**src/rtl/formula_reducer.sv**
```systemverilog
// formula_reducer: applies one literal to a CNF formula, one clause per clock, dropping satisfied clauses and compacting the rest.
// Ports: clock/reset (async active-low); start+in_formula+lit_in request a reduction;
// busy/done handshake; out_formula with conflict (empty clause) and sat (no clauses) flags.
// Packing: lit={var[2:0],pol}; clause lit k at [3+4k +: 4], count [2:0]; formula clause k at [4+23k +: 23], count [3:0].
module formula_reducer (
  input  logic         clock,
  input  logic         reset,
  input  logic [233:0] in_formula,
  input  logic         start,
  input  logic [3:0]   lit_in,
  output logic         busy,
  output logic         done,
  output logic         conflict,
  output logic         sat,
  output logic [233:0] out_formula
);
  typedef enum logic [1:0] {IDLE, SCAN, DONE} state_e;
  state_e state_q, state_d;
  logic [3:0] rd_q, rd_d, wr_q, wr_d, l_q, l_d, n, lk;
  logic [233:0] f_q, f_d, out_q, out_d;
  logic conf_q, conf_d, sat_q, sat_d, hit;
  logic [22:0] cur;
  logic [19:0] keep;
  logic [2:0] cnt, nc;
  always_comb begin
    cur = '0;
    for (int i = 0; i < 10; i++) cur = (rd_q == 4'(i)) ? f_q[4+23*i +: 23] : cur;
    cnt = cur[2:0] > 3'd5 ? 3'd5 : cur[2:0];
    n = f_q[3:0] > 4'd10 ? 4'd10 : f_q[3:0];
    hit = 1'b0;
    keep = '0;
    nc = '0;
    lk = '0;
    for (int k = 0; k < 5; k++) begin
      lk = cur[3+4*k +: 4];
      // a var-0 literal is "empty" and never matches anything
      if (3'(k) < cnt && l_q[3:1] != 3'd0 && lk == l_q) hit = 1'b1;
      else if (3'(k) < cnt && !(l_q[3:1] != 3'd0 && lk[3:1] == l_q[3:1])) begin
        keep = keep | (20'(lk) << {nc, 2'b00});
        nc = nc + 3'd1;
      end
    end
  end
  always_comb begin
    state_d = state_q;
    rd_d = rd_q;
    wr_d = wr_q;
    f_d = f_q;
    l_d = l_q;
    out_d = out_q;
    conf_d = conf_q;
    sat_d = sat_q;
    if (state_q == IDLE && start) begin
      f_d = in_formula;
      l_d = lit_in;
      rd_d = '0;
      wr_d = '0;
      out_d = '0;
      conf_d = 1'b0;
      sat_d = 1'b0;
      state_d = SCAN;
    end else if (state_q == SCAN && rd_q < n) begin
      rd_d = rd_q + 4'd1;
      if (!hit) begin
        for (int i = 0; i < 10; i++) if (wr_q == 4'(i)) out_d[4+23*i +: 23] = {keep, nc};
        wr_d = wr_q + 4'd1;
        conf_d = conf_q | (nc == 3'd0);
      end
    end else if (state_q == SCAN) begin
      out_d[3:0] = wr_q;
      sat_d = wr_q == 4'd0;
      state_d = DONE;
    end else if (state_q == DONE) state_d = IDLE;
  end
  always_ff @(posedge clock or negedge reset) begin
    if (!reset) begin
      state_q <= IDLE;
      rd_q <= '0;
      wr_q <= '0;
      f_q <= '0;
      l_q <= '0;
      out_q <= '0;
      conf_q <= 1'b0;
      sat_q <= 1'b0;
    end else begin
      state_q <= state_d;
      rd_q <= rd_d;
      wr_q <= wr_d;
      f_q <= f_d;
      l_q <= l_d;
      out_q <= out_d;
      conf_q <= conf_d;
      sat_q <= sat_d;
    end
  end
  assign busy = state_q != IDLE;
  assign done = state_q == DONE;
  assign conflict = conf_q;
  assign sat = sat_q;
  assign out_formula = out_q;
endmodule

```
**config.mk**
```make
export PLATFORM = sky130hd
export DESIGN_NAME = formula_reducer
export DESIGN_NICKNAME = d
export VERILOG_FILES = /design/src/rtl/formula_reducer.sv
export SDC_FILE = /design/constraint.sdc
export NUM_CORES = 1
export LEC_CHECK = 0
export CAP_MARGIN = 20
export CORE_MARGIN = 2
export CORE_UTILIZATION = 55
export CTS_CLUSTER_SIZE = 16
export DETAILED_ROUTE_END_ITERATION = 12
export PLACE_DENSITY = 0.87
export SLEW_MARGIN = 10
export SYNTH_ARGS = -nofsm -noshare
export SYNTH_HDL_FRONTEND = slang
export SYNTH_SLANG_ARGS = --single-unit
```
**constraint.sdc**
```tcl
create_clock -name clock -period 13.7 [get_ports clock]
set_input_delay 2.74 -clock clock [delete_from_list [all_inputs] [get_ports clock]]
set_output_delay 2.74 -clock clock [all_outputs]
set_load 0.03 [all_outputs]
```
# Word-level counts from Yosys, hierarchy flattened
# Index checks and enable logic that the tools add are counted.
dict set report word_totals {
  inputBits 241
  ff_bits 484
  wordCells 199
  out_inout_bits 238
}
dict set report op_classes {
  n_reduce_logical 59
  mux 67
  shift 4
  n_bitwise 5
  addsub 6
  order_cmp 8
  n_eq_ne 32
}
# op n
set op_table {}
lappend op_table {{23-bit two-way mux} 20}
lappend op_table {{230-bit two-way mux} 2}
lappend op_table {{234-bit two-way mux} 1}
lappend op_table {{20-bit two-way mux} 9}
lappend op_table {{20-bit bitwise OR} 4}
lappend op_table {{4-bit by 5-bit left shift with 20-bit output} 4}
lappend op_table {{4-bit two-way mux} 9}
lappend op_table {{4-bit by 3-bit == test with 1-bit output, second input constant} 8}
lappend op_table {{3-bit two-way mux} 10}
lappend op_table {{3-bit AND reduction} 10}
lappend op_table {{2-bit nonzero test} 13}
lappend op_table {{1-bit logical AND} 22}
lappend op_table {{4-bit == test} 5}
lappend op_table {{4-bit by 2-bit == test with 1-bit output, second input constant} 4}
lappend op_table {{4-bit == test, second input constant} 4}
lappend op_table {{3-bit == test} 5}
lappend op_table {{3-bit by 1-bit adder with 3-bit output, second input constant} 4}
lappend op_table {{1-bit two-way mux} 12}
lappend op_table {{4-bit by 1-bit adder with 4-bit output, second input constant} 2}
lappend op_table {{4-bit by 1-bit == test with 1-bit output, second input constant} 2}
lappend op_table {{4-bit logical NOT} 2}
lappend op_table {{2-bit two-way mux} 4}
lappend op_table {{1-bit by 3-bit less-than comparator with 1-bit output, first input constant} 2}
lappend op_table {{2-bit by 3-bit less-than comparator with 1-bit output, first input constant} 2}
lappend op_table {{other kinds (14)} 21}

# Logic depth before layout (Yosys ltp)
# Gate-level depths: netlist of the first run.
dict set report depth {
  depth_word 34
  depth_mapped 27
  ltp_nobuf 21
}

# Worst setup path before layout of the first run
# Ideal clock, no wire load.
dict set report synth_path {
  path_kind {reg2reg}
  start {register rd_q[0]}
  end {register out_q[43] (netlist: out_formula[43])}
  setup_ns 0.137
  period_less_slack_ns 5.424
  path_buffers 6
  t_arrival_ns 5.287
  required_ns 13.563
  path_stages_with_launch 27
  slack_ns 8.276
  cell_sequence {dfrtp_1 inv_1 ha_1 buf_2 buf_4 buf_2 buf_2 a221oi_1 o22ai_1 a22oi_1 xnor2_1 o41ai_2 inv_1 ha_1 a41oi_1 a21oi_4 buf_4 nand2_1 xnor2_1 ha_1 o311ai_0 xor2_1 nor4b_2 buf_4 and3_4 a221oi_4 a21oi_1}
}
dict set report synth_between {
  elab_chain_cells 34
  word_cells_on_any_way 103
  classes_between {add/sub: 3; order compare: 7; eq/ne: 20; shift: 4; mux: 36; bitwise: 4; reduce/logical: 29}
}
# item line
set synth_lines {}
lappend synth_lines {{from (decl)} 19} ;# logic [3:0] rd_q, rd_d, wr_q, wr_d, l_q, l_d, n, lk;
lappend synth_lines {{from (signal assigned)} 87} ;# rd_q <= rd_d;
lappend synth_lines {{4-bit logical NOT} 27} ;# for (int i = 0; i < 10; i++) cur = (rd_q == 4'(i)) ? f_q[4+23*i +: 23] : cur;
lappend synth_lines {{23-bit two-way mux (10 in a row)} 27}
lappend synth_lines {{3-bit > comparator or 3-bit == test (tied branches)} {28, 38}}
lappend synth_lines {{3-bit two-way mux or 1-bit logical AND (tied branches)} {28, 38}}
lappend synth_lines {{1-bit by 3-bit less-than comparator with 1-bit output or 1-bit logical NOT (tied branches)} {37, 38}}
lappend synth_lines {{1-bit logical AND (on tied branches)} {38, 37}}
lappend synth_lines {{1-bit two-way mux or 1-bit logical AND (tied branches)} {38, 37}}
lappend synth_lines {{3-bit two-way mux} 37} ;# if (3'(k) < cnt && l_q[3:1] != 3'd0 && lk == l_q) hit = 1'b1;
lappend synth_lines {{[... 9 more ...]} -}
lappend synth_lines {{4-bit by 5-bit left shift with 20-bit output or 20-bit two-way mux (tied branches)} {39, 37}}
lappend synth_lines {{20-bit bitwise OR} 39} ;# keep = keep | (20'(lk) << {nc, 2'b00});
lappend synth_lines {{20-bit two-way mux} 38} ;# else if (3'(k) < cnt && !(l_q[3:1] != 3'd0 && lk[3:1] == l_q[3:1])) begin
lappend synth_lines {{20-bit two-way mux} 37}
lappend synth_lines {{23-bit two-way mux} 65} ;# for (int i = 0; i < 10; i++) if (wr_q == 4'(i)) out_d[4+23*i +: 23] = {keep, nc};
lappend synth_lines {{230-bit two-way mux} 64} ;# if (!hit) begin
lappend synth_lines {{230-bit two-way mux} 62} ;# end else if (state_q == SCAN && rd_q < n) begin
lappend synth_lines {{234-bit two-way mux} 53} ;# if (state_q == IDLE && start) begin
lappend synth_lines {{to (signal assigned)} 91} ;# out_q <= out_d;
lappend synth_lines {{to (decl)} 20} ;# logic [233:0] f_q, f_d, out_q, out_d;
# Parallel ways exist; a longest one is shown, timed or not. The select of a mux whose other input is x is not followed.
# A chain may end at the register's enable or synchronous reset.

# Final worst setup path of the first run
dict set report layout_path {
  start {register rd_q[1]}
  end {register out_q[228] (netlist: out_formula[228])}
}
# The elaborated chain is that of the path after synthesis.

==> results of run 1 <==
## cell families after synthesis
logic type	after synthesis	share of synthesized area (%)
AOI/OAI and AO/OA	780	21.3
adders and majority gates	14	0.771
and+or+nand+nor	947	17.8
buffers and inverters	258	4.99
muxes	18	0.815
DFF	484	53.3
xor gates and xnor gates	22	1.05
## report_power, final
group / switching (W) / internal [W]
Clock: 0.000585 / 0.000752
Sequential: 0.000352 / 0.00188
Combinational: 0.00330 / 0.00138
Total: 0.00423 / 0.00400
## layout by cell type, fill, tap and decap left out, types with 6 or more instances in the layout
master / synthesis / routed
a211oi_1: 26 / 26
a211oi_2: 6 / 6
a21oi_1: 293 / 293
a21oi_2: 6 / 6
a221oi_1: 34 / 34
a22o_1: 9 / 9
a22oi_1: 7 / 7
a31oi_2: 7 / 7
a32o_1: 7 / 7
and3_1: 19 / 19
buf_4: 18 / 27
clkbuf_1: 112 / 6
clkbuf_16: 0 / 49
clkbuf_8: 0 / 10
clkdlybuf4s50_1: 0 / 477
clkinv_2: 0 / 17
dfrtp_1: 484 / 484
ha_1: 14 / 10
inv_1: 50 / 50
mux2i_1: 14 / 14
nand2_1: 709 / 709
nand2b_1: 20 / 20
nand3_1: 25 / 25
nand3b_1: 25 / 25
nor2_1: 69 / 69
nor2b_1: 30 / 30
nor3_1: 9 / 9
o211ai_1: 9 / 9
o21ai_0: 259 / 259
o221ai_1: 7 / 7
o22ai_1: 12 / 12
o311ai_0: 6 / 6
o31ai_1: 6 / 6
o32ai_1: 6 / 6
xnor2_1: 13 / 12
xor2_1: 6 / 6
## Yosys cell counts (12+ instances only)
cell type    n  area, sq um
xnor2_1     13          114
clkbuf_1   112          420
nor2b_1     30          188
a211oi_1    26          195
a221oi_1    34          298
a21oi_1    293         1470
nand3b_1    25          188
ha_1        14          175
buf_2       66          330
inv_1       50          188
and3_1      19          119
mux2i_1     14          140
buf_4       18          135
dfrtp_1    484        12100
nand2_1    709         2660
nand3_1     25          125
o21ai_0    259         1300
nand2b_1    20          125
o22ai_1     12         75.1
nor2_1      69          259
## registers in the layout, indices dropped and copies added, names as in the netlist
register     cells
conflict         1
f_q            234
l_q              4
out_formula    234
rd_q             4
sat              1
state_q          2
wr_q             4
## critical path, stage by stage (launching register included)
cell	delay [ns]
dfrtp_1	0.44
inv_1	0.15
ha_2	0.20
buf_4	0.76
a21oi_1	0.12
o21ai_0	0.13
a22oi_1	0.13
o311ai_0	0.68
xnor2_1	0.24
o41ai_2	0.64
inv_1	0.18
ha_1	0.36
a41oi_1	0.08
a21oi_4	0.62
ha_1	0.38
inv_1	0.11
a211oi_1	0.22
xor2_1	0.39
nor4b_2	0.90
a31oi_2	0.57
a21oi_1	0.35
## metrics by stage
step / hold slack (ns) / power, W / std cells
floorplan: 0.437 / 0.00511 / 2523
detailed placement: 0.458 / 0.00670 / 3356
finish: 0.469 / 0.00824 / 3449
CTS: 0.472 / 0.00808 / 3446
global route: 0.487 / 0.00855 / 3449
global placement: 0.453 / 0.00661 / 3356
## final timing paths
kind	startpoint	end	slack, ns	cells past startpoint
min in group asynchronous	reset	f_q[15]	2.29	1
worst max register to register	rd_q[1]	out_formula[228]	5.93	20
worst min-delay path	f_q[20]	f_q[20]	0.47	2
max in group asynchronous	reset	out_formula[69]	9.83	2
worst min register to register	f_q[20]	f_q[20]	0.47	2
worst max-delay path	rd_q[1]	out_formula[228]	5.93	20
## metal layers
metal,part of all wire [%],wire length [microns]
met5,0,0
met4,6.7,5730
met3,9.8,8360
met2,45,38600
met1,38,32300
## area by class of cell
type,count,share of cell area (%)
multi-input cells,1781,32.6
flip-flops and latches,484,41.5
repair buffers,510,17.4
clock buffers,65,4.75
diodes,1,0.00858
well taps,532,2.28
inverters,51,0.656
clock inverters,25,0.721
==> impl_metrics.yaml, run 1 <==
sta:
  finalCritPeriodShare_pct: 56.7
  skew_ns: 0.0289
  drv_slew: 0
  relSlewSlack_pct: 20.6
  tns_ns: 0
  rsz0062_at_grt: "no"
  worst-slew-pin-transition_ns: 1.19
  min_period_ns: 7.77
  setup_violations: 0
  hold_viol_final: 0
  max_freq_ghz: 0.129
  setup_slack_ns: 5.93
cts:
  cts_setup_buffers: 0
  post_cts_resize_count: 0
  worst_skew_pair.late_latency_ns: 0.61
  path_clk_slew_ns: 0.06
  h-tree-depth: 2
  cts_root_buffer: "clkbuf_16"
  cts_tree: "yes"
  cts_max_path_buffers: 3
  cts_made_buffers: 49
  clock_sinks: 484
  holdBufCountCts: 0
drt:
  final_antenna_net_count: 0
  post_drt_wl_per_cell_microns: 24.6
  drt_first_pass_iters: 7
  routed_wl_microns: 85000
  drtIter0Drc: 3406
  route.detailed.drc: 0
  vias: 21800
  vias_per_cell: 6.31
grt:
  grt_use_total_pct: 38.6
  met2_usage_pct: 59.7
  grt_max_degree: 184
  met1_usage_pct: 51.3
  grt-ovfl-total: 0
  grt_pass1_wl_microns: 128000
  grt_pass1_vias: 21000
  busiest_layer: "met2"
  met3_usage_pct: 7.69
  antenna_found_initial: 1
logic_synthesis:
  synth_seq_area_share_pct: 53.3
  syn_avg_cell_area_sq_um: 9.01
  synth_cell_types: 94
  postSynth.asyncResetShare_pct: 100
  synth_edf_count: 0
  syn_area_sq_um: 22700
  synth_cells: 2523
  syn-num-nets: 2778
  synth-warning-count: 0
  ys_ff_latch: 484
  synth_flop_cell: "dfrtp_1"
floorplanning:
  io_pins: 479
  die_h_microns: 207
  die-area_sq_um: 43000
  core_sq_um: 40800
  start_util_pct: 55.7
  die_x_microns: 207
  row_count: 74
placement:
  pre_cts_ws_ns: 6.24
  postPlaceCellArea_sq_um: 27500
  io_buffer_count: 478
  hpwlAfterDp_microns: 58600
  place.gp.congestion: 1.07
worst_setup_path:
  cp-start-kind: "flop"
  worstPathArrival_ns: 8.28
  endpoint_kind: "flop"
  crit_required_ns: 14.21
  critPathKind: "reg -> reg"
  path_max_fanout: 103
cells_and_area:
  layout-drive-gt1-share_pct: 6.10
  postLayoutCoreUtil_pct: 71.4
  fill_cells: 2866
  syn_to_final_growth_pct: 28.3
  nets: 3132
  register_area_sq_um: 12100
  multi_input_area_sq_um: 9510
  design_area_sq_um: 29200
pwr:
  ir_drop_uv: 386
  p_per_area_nw_per_um2: 282
  leakage_nw: 13.3
run:
  cap_violations: 0
worst_hold_path:
  hp-class: "reg -> reg"
run_status:
  status: "finished clean"
No activity file was read; power rests on OpenSTA's default activity.
==> inputs of run 2 (changes only) <==
--- a/config.mk
+++ b/config.mk
@@ -7,10 +7,10 @@
 export LEC_CHECK = 0
 export CAP_MARGIN = 20
 export CORE_MARGIN = 2
-export CORE_UTILIZATION = 55
+export CORE_UTILIZATION = 52
 export CTS_CLUSTER_SIZE = 16
 export DETAILED_ROUTE_END_ITERATION = 12
-export PLACE_DENSITY = 0.87
+export PLACE_DENSITY = 0.83
 export SLEW_MARGIN = 10
 export SYNTH_ARGS = -nofsm -noshare
 export SYNTH_HDL_FRONTEND = slang
==> constraint.sdc (replaced) <==
create_clock -name clock -period 8.1 [get_ports clock]
set_input_delay 1.62 -clock clock [delete_from_list [all_inputs] [get_ports clock]]
set_output_delay 1.62 -clock clock [all_outputs]
set_load 0.03 [all_outputs]
==> run 2 against run 1 <==
Core utilization decreased by 3.0 points. Global-route usage decreased by 1.8 points. Clock power increased by 82%. Critical endpoint is now out_formula[203]. Largest power group unchanged. Highest routed layer unchanged.
==> impl_metrics.yaml, run 2 (synthesis gave the netlist of run 1 again) <==
pwr:
  clkPwrFrac_pct: 17.2
  p_per_area_nw_per_um2: 480
  ir_drop_uv: 599
  netSwitchingPower_w: 0.00715
  switching_share_pct: 50.6
  intPower_w: 0.00699
  leakage_nw: 13.4
  pwr-share-comb_pct: 55.9
  power.share.sequential_pct: 26.9
  total_power_w: 0.0141
placement:
  hpwlAfterDp_microns: 59300
  dp_cells: 3421
  io_buffer_count: 478
  place.gp.congestion: 1.06
cts:
  cts_made_buffers: 49
  cts_root_buffer: "clkbuf_16"
  cts_setup_buffers: 0
  path_clk_slew_ns: 0.06
  cts_tree: "yes"
  holdBufCountCts: 0
  clock_sinks: 484
  h-tree-depth: 2
  worst_skew_pair.late_latency_ns: 0.60
  post_cts_resize_count: 0
  cts_max_path_buffers: 3
sta:
  tns_ns: 0
  relSlewSlack_pct: 24.2
  setup_violations: 0
  min_period_ns: 7.54
  finalCritPeriodShare_pct: 93.1
  fin_hold_ws_ns: 0.481
  worst-slew-pin-transition_ns: 1.14
  hold_viol_final: 0
  skew_ns: 0.0180
  drv_slew: 0
  max_freq_ghz: 0.133
  rsz0062_at_grt: "no"
drt:
  vias: 21500
  final_antenna_net_count: 0
  drtIter0Drc: 3348
  vias_per_cell: 6.12
  top_layer_used: "met4"
  wl_met3_microns: 8390
  routed_wl_microns: 84200
  route.detailed.drc: 0
  drt_first_pass_iters: 8
  wl_met1_microns: 33600
  met2_wirelength_microns: 37200
  post_drt_wl_per_cell_microns: 24.0
worst_setup_path:
  path_max_fanout: 52
  endpoint_kind: "flop"
  crit_required_ns: 8.61
  critPathKind: "reg -> reg"
  worstPathArrival_ns: 8.05
  cp-start-kind: "flop"
cells_and_area:
  final_common_cell: "nand2_1"
  nets: 3143
  multi_input_area_sq_um: 9520
  final_cell_mix: "nand2_1 (709), dfrtp_1 (484), clkdlybuf4s50_1 (477), a21oi_1 (293), o21ai_0 (259)"
  num_antenna_cells: 0
  syn_to_final_growth_pct: 29.7
  register_area_sq_um: 12100
  layout.cells.non_filler: 3511
  layout-drive-gt1-share_pct: 6.29
  fill_cells: 3258
grt:
  grt_max_degree: 217
  grt_pass1_vias: 20600
  grt-ovfl-total: 0
  grt_pass1_wl_microns: 126000
  antenna_found_initial: 0
  grt_use_total_pct: 36.9
floorplanning:
  die_x_microns: 213
  io_pins: 479
  row_count: 76
  core_sq_um: 43100
  start_util_pct: 52.8
  die_h_microns: 213
  die-area_sq_um: 45400
worst_hold_path:
  hp-class: "reg -> reg"
run:
  cap_violations: 0
run_status:
  status: "finished clean"
==> run 2: cell count changes in the layout (fill, tap and decap cells not counted), sizes merged <==
cell	previous run	this run
bufinv	2	6
buf	32	44
clkbuf	66	76
clkinv	21	4
inv	51	52
diode	1	0
==> run 2: final timing paths <==
kind / start / to / slack [ns] / cells past startpoint
worst min-delay path: f_q[72] / f_q[72] / 0.48 / 2
min in group asynchronous: reset / f_q[140] / 1.12 / 1
worst max-delay path: rd_q[0] / out_formula[203] / 0.56 / 19
worst max register to register: rd_q[0] / out_formula[203] / 0.56 / 19
worst min register to register: f_q[72] / f_q[72] / 0.48 / 2
max in group asynchronous: reset / out_formula[5] / 5.31 / 2
==> run 2: layout make-up <==
| cell class | instances | area share (%) |
|---|---|---|
| repair buffers | 521 | 17.5 |
| well taps | 585 | 2.48 |
| multi-input cells | 1781 | 32.3 |
| flip-flops and latches | 484 | 41.1 |
| clock buffers | 76 | 5.08 |
| inverters | 51 | 0.649 |
| clock inverters | 13 | 0.849 |
==> run 2: power groups by stage <==
stage,Combinational (W),Clock [W],Sequential (W)
after floorplan,0.00479,0,0.00385
after CTS,0.00768,0.00245,0.00377
final,0.00790,0.00244,0.00381
after detailed placement,0.00760,0,0.00380
after global placement,0.00751,0,0.00380
after global routing,0.00833,0.00255,0.00386
==> run 2: worst max-delay path, stage by stage, from the launching register on <==
cell,delay [ns]
dfrtp_1,0.47
inv_1,0.15
ha_2,0.86
a21oi_1,0.08
o21ai_0,0.12
a22oi_1,0.12
o311ai_0,0.64
xnor2_1,0.23
o41ai_2,0.67
inv_1,0.18
ha_1,0.37
a41oi_1,0.09
a21oi_4,0.62
ha_1,0.39
inv_1,0.12
a211oi_1,0.23
xor2_1,0.34
nor4b_2,0.88
a31oi_2,0.57
a21oi_1,0.30
==> run 2: metal layers <==
layer	up-vias	track usage [%]
li1	9402	-
met1	10400	50.7
met2	1413	54.8
met3	254	8.03
met4	0	19.8
met5	-	0
==> run 2: per-stage QoR <==
step	worst slack, ns	utilization, %	instance area [sq um]
after floorplan	2.68	-	22700
after global placement	1.09	64.3	27700
after detailed placement	0.777	64.3	27700
after CTS	0.709	68.4	29500
after global routing	0.0804	68.4	29500
final	0.559	68.4	29500
